**config.mk**
```make
export PLATFORM = sky130hd
export DESIGN_NAME = traffic_phase_controller
export DESIGN_NICKNAME = d
export VERILOG_FILES = /design/src/rtl/traffic_phase_controller_pkg.sv /design/src/rtl/traffic_phase_controller_tick_prescaler.sv /design/src/rtl/traffic_phase_controller.sv
export SDC_FILE = /design/constraint.sdc
export NUM_CORES = 1
export LEC_CHECK = 0
export BUFFER_PORTS_ARGS = -buffer_cell sky130_fd_sc_hd__buf_2
export CAP_MARGIN = 20
export CORE_AREA = 2 2 69 71
export CTS_CLUSTER_SIZE = 8
export DETAILED_ROUTE_END_ITERATION = 6
export DIE_AREA = 0 0 71 73
export GPL_ROUTABILITY_DRIVEN = 0
export GPL_TIMING_DRIVEN = 0
export PLACE_DENSITY = 0.69
export RECOVER_POWER = 100
export SYNTH_ARGS = -nofsm -noshare
export SYNTH_HDL_FRONTEND = slang
export SYNTH_SLANG_ARGS = --single-unit
```
**constraint.sdc**
```tcl
create_clock -name clk -period 1.98 [get_ports clk]
set_input_delay 0.099 -clock clk [delete_from_list [all_inputs] [get_ports clk]]
set_output_delay 0.099 -clock clk [all_outputs]
set_load 0.02 [all_outputs]
```
**src/rtl/traffic_phase_controller_pkg.sv**
```systemverilog
// Shared types for the intersection phase controller: phase encoding, lamp
// patterns, duration width and the fixed phase-sequence helpers.
package traffic_pkg;

    typedef enum logic [2:0] {
        NS_GREEN  = 3'd0,
        NS_YELLOW = 3'd1,
        RED1      = 3'd2,
        EW_GREEN  = 3'd3,
        EW_YELLOW = 3'd4,
        RED2      = 3'd5
    } phase_t;

    // Lamp heads are {red, yellow, green}
    localparam logic [2:0] LAMP_RED = 3'b100;
    localparam logic [2:0] LAMP_YEL = 3'b010;
    localparam logic [2:0] LAMP_GRN = 3'b001;

    typedef logic [6:0] dur_t;

    function automatic logic [2:0] ns_lamp(input phase_t p);
        logic [2:0] l;
        case (p)
            NS_GREEN:  l = LAMP_GRN;
            NS_YELLOW: l = LAMP_YEL;
            default:   l = LAMP_RED;
        endcase
        return l;
    endfunction

    function automatic logic [2:0] ew_lamp(input phase_t p);
        logic [2:0] l;
        case (p)
            EW_GREEN:  l = LAMP_GRN;
            EW_YELLOW: l = LAMP_YEL;
            default:   l = LAMP_RED;
        endcase
        return l;
    endfunction

    // Unconditional successor; the NS-green rest decision is layered on top
    function automatic phase_t phase_after(input phase_t p);
        phase_t n;
        case (p)
            NS_GREEN:  n = NS_YELLOW;
            NS_YELLOW: n = RED1;
            RED1:      n = EW_GREEN;
            EW_GREEN:  n = EW_YELLOW;
            EW_YELLOW: n = RED2;
            default:   n = NS_GREEN;
        endcase
        return n;
    endfunction

endpackage

```
**src/rtl/traffic_phase_controller_tick_prescaler.sv**
```systemverilog
// Divides clk down to a one-cycle tick every TICK_DIV cycles; clr restarts
// the count so a new phase always begins on a fresh second.
module tick_prescaler #(
    parameter int TICK_DIV = 50000000
) (
    input  logic clk,
    input  logic rst,
    input  logic clr,
    output logic tick
);

    localparam int CW = $clog2(TICK_DIV);
    localparam logic [CW-1:0] LAST = CW'(TICK_DIV - 1);

    logic [CW-1:0] count_q;
    logic [CW-1:0] count_d;

    assign tick = (count_q == LAST);

    always_comb begin
        count_d = count_q + CW'(1);
        if (clr || tick) begin
            count_d = '0;
        end
    end

    always_ff @(posedge clk) begin
        if (rst) begin
            count_q <= '0;
        end else begin
            count_q <= count_d;
        end
    end

endmodule

```
**src/rtl/traffic_phase_controller.sv**
```systemverilog
// Two-road intersection phase sequencer with per-phase countdown, load strobe
// for the countdown display, NS-green rest and a latched pedestrian request.
module traffic_phase_controller
    import traffic_pkg::*;
#(
    parameter int TICK_DIV = 50000000,
    parameter int GREEN_NS = 30,
    parameter int GREEN_EW = 25,
    parameter int YELLOW   = 4,
    parameter int ALL_RED  = 2
) (
    input  logic       clk,
    input  logic       rst,
    input  logic       car_ew,
    input  logic       ped_req,
    output logic [2:0] ns_light,
    output logic [2:0] ew_light,
    output logic       walk,
    output logic [6:0] remaining,
    output logic       load,
    output logic [2:0] phase,
    output logic       ped_ack
);

    generate
        if (TICK_DIV < 2 || GREEN_NS < 1 || GREEN_NS > 127 || GREEN_EW < 1 || GREEN_EW > 127 ||
            YELLOW < 1 || YELLOW > 127 || ALL_RED < 1 || ALL_RED > 127) begin : g_bad_param
            $error("traffic_phase_controller: parameter out of range");
        end
    endgenerate

    localparam dur_t DUR_NS  = dur_t'(GREEN_NS);
    localparam dur_t DUR_EW  = dur_t'(GREEN_EW);
    localparam dur_t DUR_YEL = dur_t'(YELLOW);
    localparam dur_t DUR_RED = dur_t'(ALL_RED);

    function automatic dur_t phase_dur(input phase_t p);
        dur_t d;
        case (p)
            NS_GREEN:             d = DUR_NS;
            EW_GREEN:             d = DUR_EW;
            NS_YELLOW, EW_YELLOW: d = DUR_YEL;
            default:              d = DUR_RED;
        endcase
        return d;
    endfunction

    phase_t     phase_q, phase_d;
    dur_t       remaining_q, remaining_d;
    logic [2:0] ns_light_q, ns_light_d;
    logic [2:0] ew_light_q, ew_light_d;
    logic       walk_q, walk_d;
    logic       load_q, load_d;
    logic       ped_pending_q, ped_pending_d;
    logic       ped_ack_q, ped_ack_d;

    logic       tick;
    logic       phase_end;
    phase_t     nxt_phase;
    logic       ped_clear;
    logic       ped_set;

    assign phase_end = tick && (remaining_q == 7'd1);

    tick_prescaler #(
        .TICK_DIV(TICK_DIV)
    ) u_prescaler (
        .clk (clk),
        .rst (rst),
        .clr (phase_end),
        .tick(tick)
    );

    always_comb begin
        phase_d     = phase_q;
        remaining_d = remaining_q;
        ns_light_d  = ns_light_q;
        ew_light_d  = ew_light_q;
        walk_d      = walk_q;
        load_d      = 1'b0;

        // With no cross traffic and no waiting pedestrian, NS green rests
        nxt_phase = phase_after(phase_q);
        if (phase_q == NS_GREEN && !car_ew && !ped_pending_q) begin
            nxt_phase = NS_GREEN;
        end

        ped_clear = phase_end && (nxt_phase == EW_GREEN);
        ped_set   = ped_req && (!ped_pending_q || ped_clear);

        if (phase_end) begin
            phase_d     = nxt_phase;
            remaining_d = phase_dur(nxt_phase);
            ns_light_d  = ns_lamp(nxt_phase);
            ew_light_d  = ew_lamp(nxt_phase);
            walk_d      = (nxt_phase == EW_GREEN) ? ped_pending_q : 1'b0;
            load_d      = 1'b1;
        end else if (tick && remaining_q > 7'd1) begin
            remaining_d = remaining_q - 7'd1;
        end

        // A request arriving on the serving edge is kept for the next round
        ped_pending_d = ped_set || (ped_pending_q && !ped_clear);
        ped_ack_d     = ped_set;
    end

    always_ff @(posedge clk) begin
        if (rst) begin
            phase_q       <= RED2;
            remaining_q   <= DUR_RED;
            ns_light_q    <= LAMP_RED;
            ew_light_q    <= LAMP_RED;
            walk_q        <= 1'b0;
            load_q        <= 1'b0;
            ped_pending_q <= 1'b0;
            ped_ack_q     <= 1'b0;
        end else begin
            phase_q       <= phase_d;
            remaining_q   <= remaining_d;
            ns_light_q    <= ns_light_d;
            ew_light_q    <= ew_light_d;
            walk_q        <= walk_d;
            load_q        <= load_d;
            ped_pending_q <= ped_pending_d;
            ped_ack_q     <= ped_ack_d;
        end
    end

    assign ns_light  = ns_light_q;
    assign ew_light  = ew_light_q;
    assign walk      = walk_q;
    assign remaining = remaining_q;
    assign load      = load_q;
    assign phase     = phase_q;
    assign ped_ack   = ped_ack_q;

endmodule

```
==> run metrics, run 1 <==
drt drc=0; largest net degree at the start of global routing=16; GRT Overall Usage=18.5%; worst setup path class=flip-flop to flip-flop; min-delay src=ped_req; Hold Fails Final Rpt=0; critical path, cell by cell=or4_4 > nor4_4 > buf_6 > nand3_4 > or4_4 > a21oi_2; Total Die Area=0.00518 mm2; Min-Delay Path Class=primary input to flip-flop; max frequency=0.473 GHz; vias in the first global route=1729; Diodes inserted=0; hold_buf cts=0; Post-synth top cells=46 x dfxtp_1, 43 x nor2_1, 17 x nand2_1; Crit. End Element=flip-flop; Switching Share=21.5%; largest area contributor in the netlist=dfxtp_1; H-Tree Depth=2; clock share of power=42.1%; Boundary Pins=23; initial antenna violation count=0; number of synthesized flops with an enable pin=0; fin. max-slew vios=0; Netlist Area Pre-Place=0.00214 mm2; Fin Setup TNS=-0.673 ns; combinational power share=2.3%; Core ar.=0.00454 mm2; Final Skew=0.00821 ns; Worst Hold End=ped_ack; WP data required=2.22 ns; DRT Pass-1 Iters=4; post-route minimum period=2.11 ns; Iter 0 DRT Violations=105; CTS sink cnt=46; Internal Pwr Total=1.32 mW; R2R setup slack=-0.13 ns; first-pass GRT wire length=7.74 mm; synth warn=0; nets=296; slowest stage delay, CP=0.55 ns; via count=1881; Setup WS post-layout=-0.132 ns; Mapped Avg Cell Area=8.59 um2; gr ovfl total=0; cell count after synthesis=249; Synthesized Nets=256; top cells by area, synth=dfxtp_1 43%, nor2_1 7.5%, xor2_1 6.6%, xnor2_1 3.7%, a21oi_1 3.0%; CP max stage cell=or4_4; share of layout cells above drive strength 1=21.0%; Die X=71 um; Fillers=415; Routed WL per cell=14.0 um; Most common cell on crit path=or4_4; Yosys reg bits=46; path depth of the worst reg2reg path=6; CTS buffer count=5; Clock Tree Buf Depth=2; CTS clk-pin slew, worst paths=0.09 ns; WL final=4.80 mm; worst slew pin tran=0.709 ns; slew margin rel.=52.5%; Initial Util=47.1%; Final period util=107%; Top FF cell, synth=dfxtp_1; unrepaired setup endpoints after global routing=yes; num rows=25; reg2reg start=u_prescaler.count_q[18]; port bufs=22; Max rail drop VDD=0.419 mV; CTS tree=done; HPWL Detailed=3.01 mm; # setup viols final=21; Seq/Total Area, Yosys=43.1%; Clock Latency Late Sink=0.30 ns; die extent in y=73 um; Vias/cell=5.47; Root Buffer=clkbuf_8; total power=1.68 mW; Seq pwr share=55.6%; synth unique cells=43; P_sw=362 uW; Startpoint Class=flip-flop; DRT antenna net count=0; failing checks=negative setup slack; Critical R2R Capture=remaining[6]; status=finished with violations; count leader, synth=dfxtp_1; Max Cap Violations=0; Setup crit start=u_prescaler.count_q[18]; P&R area growth vs syn=24.6%; Arrival @ worst endpoint=2.35 ns; CP max FO=7; Pwr Density=632 mW/mm2; Leak=1.01 nW; hold path cells=3; ys async rst share=0%; Synth top area share=43.1%
state kept, by name, summed over array words and instances, names as in the netlist:
| register | flops |
|---|---|
| ew_light | 3 |
| load | 1 |
| ns_light | 3 |
| ped_ack | 1 |
| ped_pending_q | 1 |
| phase | 3 |
| remaining | 7 |
| u_prescaler.count_q | 26 |
| walk | 1 |
layer usage:
| layer | vias to the layer above | wire [um] | GRT usage, % |
|---|---|---|---|
| met1 | 891 | 2150 | 23.2 |
| met2 | 33 | 2430 | 32.4 |
| met5 | - | 0 | 0 |
| li1 | 950 | - | - |
| met4 | 0 | 52 | 5.66 |
| met3 | 7 | 169 | 3.45 |
worst max path at each step:
| stage | endpoint |
|---|---|
| floorplan | phase[2] |
| global route | remaining[6] |
| global placement | u_prescaler.count_q[8] |
| finish | remaining[6] |
| CTS | phase[2] |
| detailed placement | u_prescaler.count_q[8] |
stage by stage:
| stage | hold WS (ns) | area [um2] | util [%] | setup WS [ns] | instances |
|---|---|---|---|---|---|
| 6_report | 0.0189 | 2670 | 58.8 | -0.132 | 344 |
| 5_1_grt | 0.0154 | 2670 | 58.8 | -0.208 | 344 |
| 4_1_cts | 0.00968 | 2550 | 56.2 | -0.100 | 338 |
| 3_5_place_dp | 0.338 | 2320 | 51.3 | -0.335 | 325 |
| 3_3_place_gp | 0.326 | 2320 | 51.3 | -0.298 | 325 |
| 2_1_floorplan | 0.203 | 2150 | - | -0.127 | 249 |
area by class of cell:
| type | count | area [um2] | area share, % |
|---|---|---|---|
| clock inverter | 3 | 43.8 | 1.64 |
| clock buffer | 5 | 68.8 | 2.58 |
| timing repair buffer | 34 | 185 | 6.95 |
| multi-input combinational | 187 | 1300 | 48.6 |
| tap | 54 | 67.6 | 2.54 |
| sequential | 46 | 931 | 34.9 |
| inverter | 6 | 22.5 | 0.845 |
| buffer | 9 | 50.0 | 1.88 |
cell families (layout without fill, tap and decap cells):
| family | after synthesis | after routing | share of synthesized area, % |
|---|---|---|---|
| xor+xnor | 25 | 25 | 10.2 |
| simple gates | 122 | 122 | 30.5 |
| buf+inv | 16 | 57 | 2.87 |
| flops | 46 | 46 | 43.1 |
| fa+ha+maj | 3 | 3 | 1.76 |
| compound gates | 35 | 35 | 10.6 |
| mux | 2 | 2 | 0.936 |
power groups by stage:
stage | combinational, mW | sequential, mW | clock [mW]
detailed placement | 0.0376 | 0.960 | 0
CTS | 0.0389 | 0.938 | 0.727
global placement | 0.0374 | 0.959 | 0
finish | 0.0392 | 0.937 | 0.708
global route | 0.0438 | 0.938 | 0.755
floorplan | 0.0233 | 0.960 | 0
cells in the final DEF, fill, tap and decap left out, types with 2 or more instances in the layout:
master	count
nor2_1	43
dfxtp_1	40
clkbuf_1	24
nand2_1	16
xor2_1	16
nand4_1	10
a21oi_1	10
nand3_1	9
xnor2_1	9
buf_4	9
and3_1	5
clkbuf_8	5
dfxtp_2	5
and4_1	4
a21o_1	4
nor3_1	4
buf_6	4
a211o_1	4
inv_1	4
buf_2	4
or4_4	3
nor2b_1	3
a21oi_2	3
or3_1	3
o21ai_0	3
inv_2	2
nand3b_1	2
nor4_4	2
nor3_2	2
nand3_4	2
and2_1	2
o21ai_1	2
mux2i_1	2
o21bai_1	2
ha_1	2
repair_timing:
action / 4_1_cts / 5_1_grt
pin swaps: 10 / 13
cloned: 0 / 1
buffers inserted: 5 / 6
endpoints found under the setup margin: 42 / 39
resized for setup: 17 / 31
critical path, delay by kind of cell (launching register included):
kind	cells	cell delay, ns
AOI/OAI and AO/OA	1	0.12
buffers and inverters	1	0.19
DFF	1	0.34
and+or+nand+nor	4	1.40
No activity file was read; power rests on OpenSTA's default activity.
==> inputs of run 2 (changes only) <==
Settings changed: TNS_END_PERCENT from default to 5.
==> run metrics, run 2 (same netlist as run 1, synthesis figures left out) <==
Crit. End Element=flip-flop; Arrival @ worst endpoint=2.34 ns; Max rail drop VDD=0.476 mV; Hold Slack=0.0679 ns; slowest stage delay, CP=0.49 ns; unrepaired setup endpoints after global routing=yes; Startpoint Class=flip-flop; Hold Fails Final Rpt=0; nets=297; status=finished with violations; H-Tree Depth=2; CTS clk-pin slew, worst paths=0.09 ns; Layout Cells excl Fill=345; commonest non-fill, non-tap cell in the layout=nor2_1; CP max stage cell=or4_4; Min-Delay Path Class=primary input to flip-flop; Final period util=106%; first-pass GRT wire length=7.64 mm; Clock Latency Late Sink=0.30 ns; Die X=71 um; Placed Cells=325; # setup viols final=28; largest net degree at the start of global routing=16; placed instance area=0.00232 mm2; Leak=1.04 nW; Pwr Density=636 mW/mm2; fin. max-slew vios=0; Largest register FFs=26; initial antenna violation count=0; Routed WL per cell=13.5 um; DRT Pass-1 Iters=4; port bufs=22; combinational power share=2.4%; failing checks=negative setup slack; Setup WS post-layout=-0.125 ns; P&R area growth vs syn=23.9%; P_sw=363 uW; GRT Overall Usage=18.6%; slew margin rel.=55.0%; share of layout cells above drive strength 1=20.6%; Core ar.=0.00454 mm2; clock share of power=42.1%; Seq pwr share=55.5%; worst setup path class=flip-flop to flip-flop; Initial Util=47.1%; CTS sink cnt=46; vias in the first global route=1705; post-route minimum period=2.10 ns; Top reg by flops=u_prescaler.count_q; via count=1859; drt drc=0; Diodes inserted=0; Multi-input gate area=0.00125 mm2; WP data required=2.22 ns; Total Die Area=0.00518 mm2; Max Cap Violations=0; Iter 0 DRT Violations=80; WL final=4.67 mm; critical path, cell by cell=inv_1 > ha_4 > or3b_2 > nor3_1 > nand3_2 > or4_4 > a21oi_2; CP max FO=6; num rows=25; Root Buffer=clkbuf_8; Clock Tree Buf Depth=2; Final Skew=0.00664 ns; HPWL Detailed=2.92 mm; design area=0.00265 mm2; DRT antenna net count=0; worst slew pin tran=0.671 ns; Internal Pwr Total=1.32 mW; CTS tree=done; Vias/cell=5.39; Fillers=410; Boundary Pins=23; CTS buffer count=5; max frequency=0.475 GHz; die extent in y=73 um; flip-flop and latch area=933 um2; gr ovfl total=0; Switching Share=21.5%; most frequent cells in the layout=43 x nor2_1, 40 x dfxtp_1, 17 x nand2_1, 17 x clkbuf_1, 16 x xor2_1
==> run 2: cell types whose count changed in the layout (fill, tap and decap cells not counted), sizes merged <==
| cell | previous run | this run |
|---|---|---|
| buf | 17 | 26 |
| clkbuf | 31 | 22 |
| dlygate4sd3 | 0 | 1 |
==> run 2: path summary, 6_finish.rpt <==
check,start,to,slack [ns],cells after the start
worst min register to register,u_prescaler.count_q[0],u_prescaler.count_q[0],0.45,1
worst max-delay path,remaining[0],remaining[6],-0.12,7
worst min-delay path,rst,phase[2],0.07,2
worst max register to register,remaining[0],remaining[6],-0.12,7
==> run 2: power by group through the flow <==
stage	Combinational (mW)	Sequential (mW)	Clock, mW
floorplan	0.0233	0.960	0
global placement	0.0374	0.959	0
detailed placement	0.0374	0.959	0
CTS	0.0401	0.938	0.734
global route	0.0455	0.936	0.767
finish	0.0405	0.935	0.710
==> run 2: timing repair <==
action | 4_1_cts | 5_1_grt
resized for setup | 19 | 21
pin swaps | 6 | 11
hold buffers | 1 | 0
buffers inserted | 5 | 7
endpoints found under the hold margin | 2 | 0
setup endpoints to repair | 43 | 38
==> run 2: metrics by stage <==
| step | power (mW) | setup WS [ns] | utilization [%] | TNS (ns) |
|---|---|---|---|---|
| floorplan | 0.983 | -0.127 | - | -0.402 |
| global placement | 0.997 | -0.291 | 51.2 | -8.71 |
| detailed placement | 0.997 | -0.331 | 51.2 | -9.85 |
| CTS | 1.71 | -0.106 | 56.3 | -0.265 |
| global route | 1.75 | -0.227 | 58.4 | -4.62 |
| finish | 1.69 | -0.125 | 58.4 | -1.46 |
==> run 2: critical path, delay by kind of cell (launching register included) <==
family / cells / cell delay (ns)
DFF: 1 / 0.36
and+or+nand+nor: 4 / 1.28
adders and majority gates: 1 / 0.17
buffers and inverters: 1 / 0.12
AOI/OAI and AO/OA: 1 / 0.11
==> run 2: layout make-up <==
class	count	area share [%]
inverters	6	0.850
clock inverters	3	1.65
clock buffers	5	2.60
flip-flops and latches	46	35.2
well taps	54	2.55
multi-input cells	187	47.2
plain buffers	9	1.84
repair buffers	35	8.03
==> run 2: per-layer routing <==
metal	vias up	part of all wire [%]	track usage [%]
li1	945	-	-
met1	874	45	22.0
met2	32	50	32.2
met3	8	3.4	4.56
met4	0	1.9	8.18
met5	-	0	0
